### src/rtl/dma_bus_throttle_pkg.sv
// Shared definitions for the DMA bus throttle: FSM encoding, config register selects, reset defaults.
package dma_bus_throttle_pkg;

    localparam int unsigned CFG_W = 8;

    typedef enum logic [1:0] {
        ST_IDLE  = 2'd0,
        ST_BURST = 2'd1,
        ST_DRAIN = 2'd2,
        ST_GAP   = 2'd3
    } state_e;

    localparam logic [1:0] CFG_BURST = 2'd0;
    localparam logic [1:0] CFG_GAP   = 2'd1;
    localparam logic [1:0] CFG_THR   = 2'd2;
    localparam logic [1:0] CFG_STAT  = 2'd3;

    localparam logic [CFG_W-1:0] DEF_BURST_LEN = 8'd16;
    localparam logic [CFG_W-1:0] DEF_GAP_LEN   = 8'd4;

endpackage

### src/rtl/dma_bus_throttle.sv
// Gates the dma_sequencer req/ack/end handshake into bursts of burst_len accepts,
// separated by gap_len idle cycles once all outstanding transfers have ended.
module dma_bus_throttle
    import dma_bus_throttle_pkg::*;
#(
    parameter logic [7:0] BURST_DEF = DEF_BURST_LEN,
    parameter logic [7:0] GAP_DEF   = DEF_GAP_LEN
) (
    input  logic       clk,
    input  logic       rst_n,
    input  logic       up_req,
    output logic       up_ack,
    output logic       up_end,
    output logic       dn_req,
    input  logic       dn_ack,
    input  logic       dn_end,
    input  logic       cfg_wr,
    input  logic [1:0] cfg_sel,
    input  logic [7:0] cfg_din,
    output logic [7:0] cfg_dout
);

    state_e     state_q, state_d;
    logic [7:0] bcnt_q, bcnt_d;
    logic [7:0] gcnt_q, gcnt_d;
    logic [7:0] thr_q, thr_d;
    logic [7:0] burst_len_q, burst_len_d;
    logic [7:0] gap_len_q, gap_len_d;
    logic [1:0] outst_q, outst_d;
    logic       limit_hit;

    // Handshake gating is purely combinational so a reset drops dn_req immediately.
    assign dn_req = (state_q == ST_BURST) && up_req;
    assign up_ack = dn_ack && dn_req;
    assign up_end = dn_end;

    // >= rather than == so a burst_len lowered below bcnt mid-burst ends at the next accept.
    assign limit_hit = (burst_len_q != 8'd0) && up_ack &&
                       (({1'b0, bcnt_q} + 9'd1) >= {1'b0, burst_len_q});

    always_comb begin
        outst_d = outst_q;
        if (up_ack && !dn_end && (outst_q != 2'd3)) begin
            outst_d = outst_q + 2'd1;
        end else if (dn_end && !up_ack && (outst_q != 2'd0)) begin
            outst_d = outst_q - 2'd1;
        end
    end

    always_comb begin
        state_d = state_q;
        bcnt_d  = bcnt_q;
        gcnt_d  = gcnt_q;
        case (state_q)
            ST_IDLE: begin
                if (up_req) begin
                    state_d = ST_BURST;
                    bcnt_d  = 8'd0;
                end
            end
            ST_BURST: begin
                if (up_ack) begin
                    bcnt_d = bcnt_q + 8'd1;
                end
                if (limit_hit) begin
                    state_d = ST_DRAIN;
                end else if (!up_req && (outst_q == 2'd0)) begin
                    state_d = ST_IDLE;
                end
            end
            ST_DRAIN: begin
                if (outst_q == 2'd0) begin
                    if (gap_len_q == 8'd0) begin
                        state_d = ST_IDLE;
                    end else begin
                        state_d = ST_GAP;
                        gcnt_d  = gap_len_q;
                    end
                end
            end
            ST_GAP: begin
                gcnt_d = gcnt_q - 8'd1;
                if (gcnt_q == 8'd1) begin
                    state_d = ST_IDLE;
                end
            end
            default: state_d = ST_IDLE;
        endcase
    end

    // Config registers; a throttle_cnt clear wins over a same-cycle limit increment.
    always_comb begin
        burst_len_d = burst_len_q;
        gap_len_d   = gap_len_q;
        thr_d       = thr_q;
        if (limit_hit && (thr_q != 8'hFF)) begin
            thr_d = thr_q + 8'd1;
        end
        if (cfg_wr) begin
            case (cfg_sel)
                CFG_BURST: burst_len_d = cfg_din;
                CFG_GAP:   gap_len_d   = cfg_din;
                CFG_THR:   thr_d       = 8'd0;
                default:   ;
            endcase
        end
    end

    always_comb begin
        cfg_dout = 8'd0;
        case (cfg_sel)
            CFG_BURST: cfg_dout = burst_len_q;
            CFG_GAP:   cfg_dout = gap_len_q;
            CFG_THR:   cfg_dout = thr_q;
            default:   cfg_dout = {state_q, outst_q, 3'b000, up_req};
        endcase
    end

    always_ff @(posedge clk or negedge rst_n) begin
        if (!rst_n) begin
            state_q     <= ST_IDLE;
            bcnt_q      <= 8'd0;
            gcnt_q      <= 8'd0;
            thr_q       <= 8'd0;
            outst_q     <= 2'd0;
            burst_len_q <= BURST_DEF;
            gap_len_q   <= GAP_DEF;
        end else begin
            state_q     <= state_d;
            bcnt_q      <= bcnt_d;
            gcnt_q      <= gcnt_d;
            thr_q       <= thr_d;
            outst_q     <= outst_d;
            burst_len_q <= burst_len_d;
            gap_len_q   <= gap_len_d;
        end
    end

endmodule

### config.mk
export PLATFORM = sky130hd
export DESIGN_NAME = dma_bus_throttle
export DESIGN_NICKNAME = d
export VERILOG_FILES = /design/src/rtl/dma_bus_throttle_pkg.sv /design/src/rtl/dma_bus_throttle.sv
export SDC_FILE = /design/constraint.sdc
export NUM_CORES = 1
export LEC_CHECK = 0
export BUFFER_PORTS_ARGS = -buffer_cell sky130_fd_sc_hd__buf_4
export CAP_MARGIN = 0
export CELL_PAD_IN_SITES_DETAIL_PLACEMENT = 1
export CELL_PAD_IN_SITES_GLOBAL_PLACEMENT = 2
export CORE_ASPECT_RATIO = 2
export CORE_MARGIN = 2
export CORE_UTILIZATION = 34
export CTS_CLUSTER_SIZE = 8
export DETAILED_ROUTE_END_ITERATION = 10
export GPL_TIMING_DRIVEN = 0
export PLACE_DENSITY = 0.85
export SLEW_MARGIN = 20
export SYNTH_ARGS = -nofsm -noshare
export SYNTH_HDL_FRONTEND = slang
export SYNTH_SLANG_ARGS = --single-unit
### constraint.sdc
create_clock -name clk -period 2.6 [get_ports clk]
set_clock_uncertainty 0.15 [all_clocks]
set_input_delay 0 -clock clk [delete_from_list [all_inputs] [get_ports clk]]
set_output_delay 0 -clock clk [all_outputs]
set_load 0.005 [all_outputs]
Word level (Yosys, flattened, before mapping) --
Cells that the tools add are included.
Word-level totals: output and inout port bits 11, bits in registers 44, bits of input ports 16
Operators by class: order comparisons 1, reduce and logical (&&, ||, !) cells 27, equality and inequality tests 14, add/sub/neg operators 6, mux-type cells 19
Operators with widths (count):
- $mux 8 | 7
- $pmux 8 s2 | 2
- $pmux 8 s3 | 1
- $add 8x1->8 const B | 2
- $mux 2 | 8
- $ne 2x2->1 const B | 6
- $logic_and 1x1->1 | 10
- $add 8x1->9 const B | 1
- $ge 9x8->1 | 1
- $eq 8x1->1 const B | 1
- $logic_not 8->1 | 1
- $ne 8x8->1 const B | 1
- $pmux 2 s4 | 1
- $reduce_bool 2->1 | 4
- $reduce_bool 8->1 | 1
- $sub 8x1->8 const B | 1
- $eq 2x2->1 const B | 3
- $logic_not 2->1 | 3
- $reduce_and 3->1 | 2
- $eq 2x1->1 const B | 2
- $reduce_and 2->1 | 2
- $reduce_and 4->1 | 1
- $logic_not 1->1 | 3
- $ne 3x2->1 const B | 1
- 2 further kinds | 2

Logic depth before layout (Yosys ltp) --
word-level depth 9, depth in mapped cells 12

Least setup slack after synthesis --
Ideal clock, no wire load.
path kind reg2reg, start reg bcnt_q[2], end reg thr_q[5], arrival 2.566 ns, setup slack -0.194 ns, cell stages (with the launch flop) 13, data required time 2.373 ns, library setup time 0.077 ns, cells stage by stage dfrtp_1 and3_4 and3_2 nand3_1 xnor2_1 ha_1 and4_1 nand2_1 a21oi_2 o21ai_2 buf_6 or4_1 a21oi_1
On the way: longest elaborated chain between the ends 7
Ends and longest elaborated chain:
- from (decl) | RTL line dma_bus_throttle.sv:24 | logic [7:0] bcnt_q, bcnt_d;
- from (signal assigned) | RTL line dma_bus_throttle.sv:130 | bcnt_q <= bcnt_d;
- $add 8x1->9 (*) | RTL line dma_bus_throttle.sv:39 | (({1'b0, bcnt_q} + 9'd1) >= {1'b0, burst_len_q});
- $ge 9x8->1 (*) | RTL line dma_bus_throttle.sv:39
- $logic_and 1x1->1 (*) | RTL line dma_bus_throttle.sv:38 | assign limit_hit = (burst_len_q != 8'd0) && up_ack &&
- $logic_and 1x1->1 (*) | RTL line dma_bus_throttle.sv:96 | if (limit_hit && (thr_q != 8'hFF)) begin
- $mux 8 (*) | RTL line dma_bus_throttle.sv:96
- $mux 8 | RTL line dma_bus_throttle.sv:100 | case (cfg_sel)
- $mux 8 (*) | RTL line dma_bus_throttle.sv:99 | if (cfg_wr) begin
- via thr_d[5] | RTL line dma_bus_throttle.sv:26 | logic [7:0] thr_q, thr_d;
- to (signal assigned) | RTL line dma_bus_throttle.sv:132 | thr_q <= thr_d;
- to (decl) | RTL line dma_bus_throttle.sv:26
The timed path passes the listed nets; every way through them passes the cells marked *. A chain may end at the register's enable or synchronous reset.

Final worst setup path --
Same ends and word-level chain as after synthesis.

==> flow_summary.ini <==
[run_status]
outcome = finished, violations left
violations = setup timing

[finish]
post_layout_net_count = 357
syn_to_final_growth_pct = 31.3
final.fill_count = 879
post_route_cells_drive_above_1_share_pct = 30.0
num_antenna_cells = 0

[cts]
cts.sinks = 44
cts.reportedPaths.clkPinSlew_ps = 60
clockBufferDepth = 2
cts_htree_levels = 2
clk_latency_ps = 290
cts.root.buffer_cell = clkbuf_16
cts_tree = done
number_of_cts_inserted_buffers = 5

[critical_path]
worst-setup-path-type = reg -> reg
worstPathArrival_ps = 2890
critPathCaptureType = register
reg2reg_setup_slack_ps = -230
reg2reg_depth = 12
worst_r2r_end = thr_q[5]
critPathRequiredTime_ps = 2660
start_kind = register
worstReg2RegStart = bcnt_q[2]
maximum_fanout_along_the_worst_path = 6

[sta]
slew_viol_final = 0
rsz0062_at_grt = true
finalCritPeriodShare_pct = 109
tightest_slew_ps = 798
hold_viol_final = 0
final.setup.worst_slack_ps = -229
max_slew_margin_pct = 46.7
setup_viol_count_final = 9
maximum_clock_frequency_mhz = 353
min_period_ps = 2830

[detailed_routing]
drt-pass1-iter-count = 4
wl_per_cell_um = 18.6
viasPerCell = 5.60
drc = 0
drt.antenna.violating_nets = 0
routed-via-count = 2375
detail_route.wirelength_um = 7870
drtIter0Drc = 101

[hold_path]
min_path_type = in -> reg
min_to = thr_q[2]
whs_path_depth = 5
min_from = cfg_wr

[floorplan]
io_count = 27
die_area_sq_mm = 0.00846
rows = 45
die_h_um = 128
die_w_um = 66.0
core_region_area_sq_mm = 0.00754
initial_core_utilization_pct = 34.7

[logic_synthesis]
yosys-top-cells-area = dfrtp_1 (40%), ha_1 (5.7%), nand2_1 (5.0%), mux4_2 (4.3%), mux2_2 (3.9%)
ys_seq_elements = 44
post_synth_instance_area_sq_mm = 0.00262
yosys_most_used_dff = dfrtp_1
synthCells = 269
synth_nets = 297
synth.largest_area_cell = dfrtp_1
postSynth.asyncResetShare_pct = 100
synth_edf_count = 0
synth_area_per_cell_sq_um = 9.73
synthesis.yosys.warnings = 0
synth_seq_area_share_pct = 42.2
netlist-cell-type-count = 55
synthDominantCellAreaShare_pct = 40.2

[power_and_ir_drop]
design_power_total_mw = 2.43
clock_power_share_pct = 25.7
pwr-share-comb_pct = 33.4
worst_ir_drop_vdd_uv = 408
switching_power_mw = 0.877
seq_power_share_pct = 40.9
internal_power_mw = 1.55
powerDensity_mw_per_mm2 = 706
p_sw_share_pct = 36.1
leakagePower_nw = 1.53

[place]
finalWeightedCongestion = 0.809
detailedPlacementHpwl_um = 5940
place_worst_setup_slack_ps = -457
numPortBuffers = 26

[global_routing]
global_route_wire_length_before_repair_um = 12800
overflow = 0
grt_util_overall_pct = 20.2
antenna_found_initial = 0
grt_pass1_vias = 2452
grt_max_degree = 45

[run]
max_cap_viol_count = 0
==> worst max-delay path by stage <==
stage	start	end	slack, ps	cells after the start
after CTS	bcnt_q[2]	thr_q[5]	-250	12
after floorplan	bcnt_q[2]	thr_q[5]	-100	12
after global placement	bcnt_q[2]	thr_q[5]	-420	12
after detailed placement	bcnt_q[2]	thr_q[5]	-460	12
final	bcnt_q[2]	thr_q[5]	-230	12
after global routing	bcnt_q[2]	thr_q[5]	-300	12
==> per-stage QoR <==
stage	hold slack (ps)	std cells	utilization, %	cell area, sq um	TNS [ps]
CTS	46.8	419	44.2	3340	-1080
floorplan	-446	269	-	2630	-95.3
finish	42.7	424	45.6	3440	-1350
detailed placement	-100	389	39.1	2950	-3130
global placement	-106	389	39.1	2950	-2590
global route	71.0	424	45.6	3440	-2220
==> Yosys cell counts, drive strengths merged, types with 3 or more instances <==
cell type	instances
or3	5
buf	4
and3	6
a21oi	15
nor2	11
nand3	16
o31ai	6
nor3b	4
nand2	35
mux2i	3
nor3	6
dfrtp	42
mux4	5
a22o	4
mux2	9
or4	6
clkbuf	5
xnor2	4
inv	12
a21o	3
o21ai	28
ha	12
==> kinds of logic after synthesis <==
logic type / after synthesis / synth area share [%]
buf+inv: 23 / 4.06
xor+xnor: 6 / 2.01
mux: 17 / 9.32
compound gates: 69 / 17.1
flops: 44 / 42.2
simple gates: 98 / 19.6
fa+ha+maj: 12 / 5.74
==> layout by cell type, fill, tap and decap left out, types with 5 or more instances in the layout <==
cell / instances
a21oi_1: 10
buf_4: 43
clkbuf_1: 7
clkbuf_16: 5
dfrtp_1: 40
dlygate4sd3_1: 11
ha_1: 10
inv_1: 12
mux2_2: 9
mux4_2: 5
nand2_1: 34
nand3_1: 13
nor2_1: 11
nor3_1: 6
o21ai_0: 15
o21ai_1: 12
or4_1: 5
==> state kept, by name, indices dropped and copies added, names as in the netlist <==
| register | count |
|---|---|
| bcnt_q | 8 |
| burst_len_q | 8 |
| gap_len_q | 8 |
| gcnt_q | 8 |
| thr_q | 8 |
| outst_q | 2 |
| state_q | 2 |
==> worst max-delay path: stages (launching register included) <==
cell and delay [ps]:
dfrtp_2 370, and3_4 190, and3_4 220, nand3_4 100, xnor2_4 180, ha_4 270
and4_4 240, nand2_4 50, a21oi_4 150, o21ai_2 90, buf_6 140, or4_1 460
a21oi_1 130
==> what timing repair did <==
action | 4_1_cts | 5_1_grt
hold endpoints to repair | 63 | 0
gates resized for setup | 13 | 9
hold buffers | 11 | 0
pin swaps | 11 | 6
setup buffers | 11 | 5
setup endpoints to repair | 10 | 10
==> power by group through the flow <==
stage | Clock (mW) | Sequential, mW | Combinational [mW]
3_3_place_gp | 0 | 0.991 | 0.727
2_1_floorplan | 0 | 0.930 | 0.521
3_5_place_dp | 0 | 0.997 | 0.754
4_1_cts | 0.635 | 0.992 | 0.802
6_report | 0.624 | 0.992 | 0.810
5_1_grt | 0.659 | 1.01 | 0.915
==> cell type report <==
type | instances | area, sq um | area share, %
timing repair buffer | 53 | 425 | 12.4
clock buffer | 7 | 133 | 3.86
tap | 94 | 118 | 3.42
multi-input combinational | 202 | 1540 | 44.9
clock inverter | 1 | 5.00 | 0.146
inverter | 13 | 48.8 | 1.42
sequential | 44 | 1110 | 32.2
buffer | 10 | 57.6 | 1.67
==> metal layers <==
metal	wire (um)	vias to the layer above	GRT usage, %
met4	254	0	8.52
met1	2810	1217	20.5
li1	-	1110	-
met3	126	17	2.63
met2	4680	31	39.2
met5	0	-	0
Power figures use the tool's default switching activity.
